`src/rtl/xs3_pkg.sv`:
```
`default_nettype none
// ============================================================================
// Module      : xs3_pkg
// Description : Shared types and constants for the Excess-3 to packed-BCD
//               decoder: controller state encoding, legal Excess-3 range,
//               offset and the nibble reported for illegal digits.
// Revision    : 1.0 - initial release
// ============================================================================
package xs3_pkg;

    typedef enum logic [1:0] {
        IDLE = 2'd0,
        CONV = 2'd1,
        DONE = 2'd2
    } xs3_state_t;

    localparam logic [3:0] XS3_MIN        = 4'd3;
    localparam logic [3:0] XS3_MAX        = 4'd12;
    localparam logic [3:0] XS3_OFFSET     = 4'd3;
    localparam logic [3:0] BCD_ERR_NIBBLE = 4'hF;

endpackage : xs3_pkg
`default_nettype wire

```
`src/rtl/xs3_digit_dec.sv`:
```
`default_nettype none
// ============================================================================
// Module      : xs3_digit_dec
// Description : Combinational single-digit Excess-3 to BCD decoder.
//               Ports: nibble (in, 4)  Excess-3 digit
//                      bcd    (out, 4) decoded digit, 4'hF when illegal
//                      err    (out, 1) digit outside 3..12
// Revision    : 1.0 - initial release
// ============================================================================
module xs3_digit_dec
    import xs3_pkg::*;
(
    input  logic [3:0] nibble,
    output logic [3:0] bcd,
    output logic       err
);

    logic w_illegal;

    assign w_illegal = (nibble < XS3_MIN) || (nibble > XS3_MAX);
    assign err       = w_illegal;
    // Subtraction is modulo 16; it only matters for legal digits, where it
    // never borrows.
    assign bcd       = w_illegal ? BCD_ERR_NIBBLE : (nibble - XS3_OFFSET);

endmodule : xs3_digit_dec
`default_nettype wire

```
`src/rtl/xs3_to_bcd_seq.sv`:
```
`default_nettype none
// ============================================================================
// Module      : xs3_to_bcd_seq
// Description : Multi-digit Excess-3 to packed-BCD decoder. Accepts one word
//               over a valid/ready handshake, decodes one digit per clock
//               (least-significant first) and presents the result on a
//               second valid/ready handshake.
//               Ports: clk, rst_n (async, active-low)
//                      in_valid/in_ready/in_xs3[4*DIGITS]    input word
//                      out_valid/out_ready/out_bcd[4*DIGITS] result
//                      out_err, out_err_mask[DIGITS]         illegal digits
// Revision    : 1.0 - initial release
// ============================================================================
module xs3_to_bcd_seq
    import xs3_pkg::*;
#(
    parameter int DIGITS = 4
) (
    input  logic                  clk,
    input  logic                  rst_n,
    input  logic                  in_valid,
    output logic                  in_ready,
    input  logic [4*DIGITS-1:0]   in_xs3,
    output logic                  out_valid,
    input  logic                  out_ready,
    output logic [4*DIGITS-1:0]   out_bcd,
    output logic                  out_err,
    output logic [DIGITS-1:0]     out_err_mask
);

    localparam int IDX_W = (DIGITS > 1) ? $clog2(DIGITS) : 1;
    localparam logic [IDX_W-1:0] c_idx_last = IDX_W'(DIGITS - 1);

    xs3_state_t             r_state;
    xs3_state_t             w_state_nxt;
    logic [4*DIGITS-1:0]    r_word;
    logic [IDX_W-1:0]       r_idx;
    logic [4*DIGITS-1:0]    r_bcd;
    logic [DIGITS-1:0]      r_mask;

    logic [3:0]             w_digits [DIGITS];
    logic [3:0]             w_nibble;
    logic [3:0]             w_bcd;
    logic                   w_err;

    // Split the captured word into digits so the decoder is fed by a
    // single array select on the digit index.
    generate
        for (genvar gi = 0; gi < DIGITS; gi++) begin : g_split
            assign w_digits[gi] = r_word[4*gi +: 4];
        end
    endgenerate

    assign w_nibble = w_digits[r_idx];

    xs3_digit_dec u_dec (
        .nibble (w_nibble),
        .bcd    (w_bcd),
        .err    (w_err)
    );

    // ------------------------------------------------------------------
    // Controller
    // ------------------------------------------------------------------
    always_ff @(posedge clk or negedge rst_n) begin
        if (!rst_n) begin
            r_state <= IDLE;
        end else begin
            r_state <= w_state_nxt;
        end
    end

    always_comb begin
        w_state_nxt = r_state;
        case (r_state)
            IDLE:    if (in_valid)             w_state_nxt = CONV;
            CONV:    if (r_idx == c_idx_last)  w_state_nxt = DONE;
            DONE:    if (out_ready)            w_state_nxt = IDLE;
            default:                           w_state_nxt = IDLE;
        endcase
    end

    // ------------------------------------------------------------------
    // Datapath
    // ------------------------------------------------------------------
    always_ff @(posedge clk or negedge rst_n) begin
        if (!rst_n) begin
            r_word <= '0;
            r_idx  <= '0;
            r_bcd  <= '0;
            r_mask <= '0;
        end else begin
            case (r_state)
                IDLE: begin
                    if (in_valid) begin
                        r_word <= in_xs3;
                        r_idx  <= '0;
                        r_bcd  <= '0;
                        r_mask <= '0;
                    end
                end
                CONV: begin
                    r_bcd[4*r_idx +: 4] <= w_bcd;
                    r_mask[r_idx]       <= w_err;
                    // Index parks on the last digit instead of wrapping.
                    if (r_idx != c_idx_last) begin
                        r_idx <= r_idx + IDX_W'(1);
                    end
                end
                default: ;
            endcase
        end
    end

    assign in_ready     = (r_state == IDLE);
    assign out_valid    = (r_state == DONE);
    assign out_bcd      = r_bcd;
    assign out_err_mask = r_mask;
    assign out_err      = |r_mask;

endmodule : xs3_to_bcd_seq
`default_nettype wire
```
`config.mk`:
```
export PLATFORM = sky130hd
export DESIGN_NAME = xs3_to_bcd_seq
export DESIGN_NICKNAME = d
export VERILOG_FILES = /design/src/rtl/xs3_pkg.sv /design/src/rtl/xs3_digit_dec.sv /design/src/rtl/xs3_to_bcd_seq.sv
export SDC_FILE = /design/constraint.sdc
export NUM_CORES = 1
export LEC_CHECK = 0
export BUFFER_PORTS_ARGS = -buffer_cell sky130_fd_sc_hd__buf_2
export CORE_MARGIN = 5
export CORE_UTILIZATION = 30
export CTS_BUF_LIST = sky130_fd_sc_hd__clkbuf_2
export DETAILED_ROUTE_END_ITERATION = 7
export PLACE_DENSITY = 0.58
export SETUP_SLACK_MARGIN = 0.5
export SYNTH_ARGS = -nofsm -noshare
export SYNTH_HDL_FRONTEND = slang
export SYNTH_HIERARCHICAL = 1
export SYNTH_SLANG_ARGS = --single-unit
export TNS_END_PERCENT = 10
```
`constraint.sdc`:
```
create_clock -name clk -period 2.7 [get_ports clk]
set_input_delay 0.27 -clock clk [delete_from_list [all_inputs] [get_ports clk]]
set_output_delay 0.27 -clock clk [all_outputs]
set_load 0.01 [all_outputs]
```
Word level (Yosys, flattened, before mapping)
Index checks and enable logic that the tools add are counted.
{ "classes": {"n_shift": 2, "addsub": 3, "eq_ne": 8, "reduce_logical": 9, "mux": 19, "div_mod_pow": 0, "order_cmp": 5, "n_bitwise": 1, "mul": 0} }
{ "op_table": {"columns": ["cell", "count"], "rows": [
  ["$neg 4->34", 1],
  ["$shift 4x34->16 const A", 1],
  ["$shiftx 4x34->16", 1],
  ["$pmux 16 s2", 1],
  ["$bwmux 16", 1],
  ["$mux 16", 1],
  ["$mux 4", 4],
  ["$mux 2", 5],
  ["$bmux 4 s2", 1],
  ["$ne 2x2->1 const B", 4],
  ["$pmux 4 s2", 1],
  ["$pmux 2 s3", 1],
  ["$reduce_and 3->1", 2],
  ["$bwmux 4", 1],
  ["$eq 2x2->1 const B", 2],
  ["$gt 4x4->1 const B", 1],
  ["$lt 4x2->1 const B", 1],
  ["$pmux 2 s2", 1],
  ["$reduce_and 2->1", 2],
  ["$reduce_or 4->1", 1],
  ["$sub 4x2->4 const B", 1],
  ["$ge 3x3->1 const B", 1],
  ["$lt 2x3->1 const B", 1],
  ["$not 2->3", 1],
  ["10 further kinds", 10]
]} }
{ "word_totals": {"ff_bits": 40, "mem_count": 0, "elab_cells": 52, "mem_bits_rw": 0, "latchBits": 0, "romBits": 0} }

Longest topological paths before layout
{ "depth": {"ltp_word": 10, "ltp_mapped": 8, "ltp_nobuf": 7} }

Modules after synthesis
The synthesis kept the hierarchy.
{ "modules_own_cells": {"columns": ["module", "area_per_inst_um2", "cells_per_inst", "instances"], "rows": [
  ["xs3_to_bcd_seq", 1844.3, 130, 1],
  ["xs3_digit_dec", 122.6, 17, 1]
]} }

Least setup slack after synthesis
OpenSTA, ideal clock, no wires.
{ "synth_path": {"path_kind": "reg-to-reg", "start": "reg r_idx[0]", "end": "reg r_mask[0] (netlist: out_err_mask[0])", "setup_slack_ns": 0.636, "required_time_ns": 2.622, "setup_ns": 0.078, "n_path_buf": 1, "stages_incl_launch_ff": 7, "synth_period_minus_slack_ns": 2.064, "arrival_time_ns": 1.987, "cell_sequence": "dfrtp_1 > buf_4 > mux4_2 > ha_1 > o31ai_1 > nand3_1 > o2bb2ai_1"} }
{ "synth_via": {"elab_chain_len": 8, "word_cells_on_any_way": 14} }
{ "synth_rtl": {"columns": ["element", "line", "text"], "rows": [
  ["start, declared", "xs3_to_bcd_seq.sv:37", "logic [IDX_W-1:0] r_idx;"],
  ["start signal, assigned", "xs3_to_bcd_seq.sv:107", "r_idx <= r_idx + IDX_W'(1);"],
  ["$not 2->3 (implied by the code) (*)", "xs3_to_bcd_seq.sv:54", "assign w_nibble = w_digits[r_idx];"],
  ["$bmux 4 s2 (*)", "xs3_to_bcd_seq.sv:54", null],
  ["$mux 4 (implied by the code) (*) (2 in a row)", "xs3_to_bcd_seq.sv:54", null],
  ["named net w_nibble[0]", "xs3_to_bcd_seq.sv:42", "logic [3:0] w_nibble;"],
  ["$lt 4x2->1 or $gt 4x4->1 (tied branches)", "xs3_digit_dec.sv:20", "assign w_illegal = (nibble < XS3_MIN) || (nibble > XS3_MAX);"],
  ["$logic_or 1x1->1 (*)", "xs3_digit_dec.sv:20", null],
  ["named net w_err", "xs3_to_bcd_seq.sv:44", "logic w_err;"],
  ["$bwmux 4 (*)", "xs3_to_bcd_seq.sv:104", "r_mask[r_idx] <= w_err;"],
  ["$pmux 4 s2 (*)", "xs3_to_bcd_seq.sv:93", "case (r_state)"],
  ["end signal, assigned by index", "xs3_to_bcd_seq.sv:104", null],
  ["end, declared", "xs3_to_bcd_seq.sv:39", "logic [DIGITS-1:0] r_mask;"]
]} }
Mark *: on every way through the listed nets, which the timed path passes. The rest lies on a longest branch. The select of a mux whose other input is x is not followed.
A chain may end at the register's enable or synchronous reset.

Worst setup path after layout
{ "layout_path": {"start": "reg r_idx[0]", "end": "reg r_bcd[4] (netlist: out_bcd[4])"} }
{ "layout_via": {"elab_chain_len": 10, "word_cells_on_any_way": 14} }
{ "layout_rtl": {"columns": ["element", "line", "text"], "rows": [
  ["$not 2->3 (implied by the code) (*)", "xs3_to_bcd_seq.sv:54", null],
  ["$bmux 4 s2 (*)", "xs3_to_bcd_seq.sv:54", null],
  ["$mux 4 (implied by the code) (*) (2 in a row)", "xs3_to_bcd_seq.sv:54", null],
  ["named net w_nibble[2]", "xs3_to_bcd_seq.sv:42", null],
  ["$lt 4x2->1 or $gt 4x4->1 (tied branches)", "xs3_digit_dec.sv:20", null],
  ["$logic_or 1x1->1 (*)", "xs3_digit_dec.sv:20", null],
  ["$mux 4 (*)", "xs3_digit_dec.sv:24", "assign bcd = w_illegal ? BCD_ERR_NIBBLE : (nibble - XS3_OFFSET);"],
  ["named net w_bcd[0]", "xs3_to_bcd_seq.sv:43", "logic [3:0] w_bcd;"],
  ["$shiftx 4x34->16 (*)", "xs3_to_bcd_seq.sv:103", "r_bcd[4*r_idx +: 4] <= w_bcd;"],
  ["$bwmux 16 (*)", "xs3_to_bcd_seq.sv:103", null],
  ["$pmux 16 s2 (*)", "xs3_to_bcd_seq.sv:93", null],
  ["end signal, assigned by index", "xs3_to_bcd_seq.sv:103", null],
  ["end, declared", "xs3_to_bcd_seq.sv:38", "logic [4*DIGITS-1:0] r_bcd;"]
]} }
Marks and branches as above.

==> results.yml <==
cells_and_area:
  fill_cells: 605
  finish.utilization_pct: 37.2
  stdcell_area_um2: 2360
  drive_above_1_share_pct: 45.4
  nets: 221
  diodes: 0
  syn_to_final_growth_pct: 20.0
synthesis:
  synthArstFlopShare_pct: 100
  synthCells: 147
  yosys.area.top_type: "dfrtp_1"
  syn-cell-area_um2: 1970
  synth_nets: 175
  ys_types: 36
  ys_top_cells_by_area: "dfrtp_1, mux2_2, a22o_1, ha_1, mux4_2"
  synth_top_cell_area_share_pct: 50.9
  synth-edff-count: 0
  ys.flop_type: "dfrtp_1"
  syn_avg_cell_area_um2: 13.4
  ys_ff_latch: 40
  yosys_warnings: 6
  yosysSeqAreaShare_pct: 50.9
route:
  wl_met1_um: 1910
  dr_wl_met2_um: 1900
  route.detailed.drc: 0
  drt_pass1_iterations: 4
  wl_per_cell_um: 15.3
  drt.antenna.violating_nets: 0
  wl_met3_um: 288
  viasPerCell: 4.80
  vias: 1302
  highest_layer: "met4"
  drt_first_iter_violations: 103
  wl_um: 4150
sta:
  slew-limit-headroom_pct: 41.1
  skew_ns: 0.0339
  hold_violations: 0
  whs_ns: 0.0649
  finalSetupViolations: 0
  tightest_slew_ns: 0.883
  post-route-min-period_ns: 2.09
  fin_crit_sh_pct: 77.3
  rsz0062_at_grt: "no"
  fmax_mhz: 479
  tns_ns: 0
  final_max_slew_viol_count: 0
global_route:
  antenna_found_initial: 0
  grt_max_degree: 41
  grt_usage_pct: 11.1
  grt_pass1_wl_um: 7360
  grt_overflow: 0
  grt_pass1_vias: 1449
worst_setup_path:
  cp_max_fo: 9
  critPathRequiredTime_ns: 3.04
  worst-setup-path-type: "reg -> reg"
  crit_arrival_ns: 2.43
  cp-end-kind: "flop"
  cp-start-kind: "flop"
pwr:
  peakVddDrop_mv: 0.514
  power.density_nw_per_um2: 1350
  leakage_uw: 0.00113
floorplan:
  core_area_um2: 6350
  die_x_um: 91.0
  initial_core_util_pct: 31.0
  io_pins: 43
  rows: 29
  die_h_um: 91.0
  dieArea_um2: 8280
run:
  cap_violations: 0
cts:
  clkTransAtPathRegs_ns: 0.24
  clk_latency_ns: 0.42
  cts.sinks: 40
  cts_buffers: 5
  htree_levels: 2
  clk_path_buf_depth: 2
  cts-root-buf: "clkbuf_2"
  cts_tree: "done"
place:
  place_congestion: 0.784
  hpwlAfterDp_um: 3150
  io_buffers: 42
  place_area_um2: 2240
worst_hold_path:
  hp-class: "in -> reg"
status:
  outcome: "finished, final reports clean"
-- where the power goes --
group | total, uW | internal (uW) | leakage, uW | switching [uW]
clock network | 377 | 159 | 0.0000396 | 217
logic | 1750 | 816 | 0.000578 | 929
registers | 1050 | 850 | 0.000511 | 204
-- per-stage QoR --
step / power (uW) / instances / setup WS, ns
after floorplan: 2280 / 147 / 0.636
after global placement: 2690 / 262 / 0.461
after detailed placement: 2700 / 262 / 0.406
after CTS: 3110 / 271 / 0.411
after global routing: 3490 / 271 / 0.488
final: 3180 / 271 / 0.612
-- cells in the mapped netlist, types with 3 or more instances --
master,count
nand2_1,8
dfrtp_1,40
mux2_2,16
mux4_2,4
inv_1,9
a32o_1,4
a21o_1,4
nor2b_1,4
ha_1,8
nand2b_1,3
a22o_1,16
-- metal layers --
metal | vias to the layer above | global-route usage (%)
met4 | 0 | 3.67
met3 | 7 | 3.55
met5 | - | 0
met1 | 619 | 14.7
met2 | 39 | 17.1
li1 | 637 | -
-- final cells by class --
cell class                      instances  area, um2  area share, %
Timing Repair Buffer                   45        235           9.96
Tap cell                               77       96.3           4.08
Multi-Input combinational cell         92        922           39.1
Clock inverter                          3       46.3           1.96
Clock buffer                            5       25.0           1.06
Inverter                                9       33.8           1.43
Sequential cell                        40       1000           42.4
-- worst max-delay path: stages (launching register included) --
cell	delay [ns]
dfrtp_2	0.48
buf_4	0.21
mux4_2	0.63
nand3b_1	0.25
o311ai_2	0.19
a22o_1	0.25
-- worst paths after layout --
check | start | endpoint | slack [ns] | depth (start not counted)
min in group asynchronous | rst_n | r_idx[0] | 0.47 | 2
max | r_idx[0] | out_bcd[4] | 0.61 | 5
max reg2reg | r_idx[0] | out_bcd[4] | 0.61 | 5
min | in_xs3[2] | r_word[2] | 0.06 | 2
min reg2reg | out_bcd[7] | out_bcd[7] | 0.53 | 1
max in group asynchronous | rst_n | r_idx[0] | 1.65 | 2
-- state kept, by name (all words and copies together), names as in the netlist --
signal	cells
out_bcd	16
out_err_mask	4
r_state	2
r_word	16
r_idx	2
-- timing repair --
action / CTS / global route
setup buffers: 0 / 0
setup endpoints to repair: 9 / 17
hold endpoints to repair: 40 / 0
hold buffers: 1 / 0
resized for setup: 1 / 6
-- cell families (layout without fill, tap and decap cells) --
logic type                 Yosys count  after routing  synth area share, %
DFF                                 40             40                 50.9
adders and majority gates            8              8                 5.09
buffers and inverters               15             62                 4.13
AOI/OAI and AO/OA                   34             34                 14.4
muxes                               21             21                 14.5
and+or+nand+nor                     29             29                 11.0
-- layout by cell type (no fill, tap or decap), drive strengths merged --
master / count
o31ai: 1
clkinvlp: 1
o2bb2ai: 1
a31oi: 1
o311ai: 2
dfrtp: 40
nand2b: 4
nor3b: 2
nand2: 8
buf: 44
a2bb2oi: 1
a21oi: 3
nor2: 3
mux4: 4
mux2: 17
inv: 10
a21o: 4
nand3: 1
nand3b: 1
nor3: 1
ha: 8
a32o: 4
a22o: 16
bufinv: 1
and2b: 1
nor2b: 4
dlygate4sd3: 1
o21ai: 1
nor4: 3
or4: 1
clkbuf: 5
No activity file was read; power rests on OpenSTA's default activity.
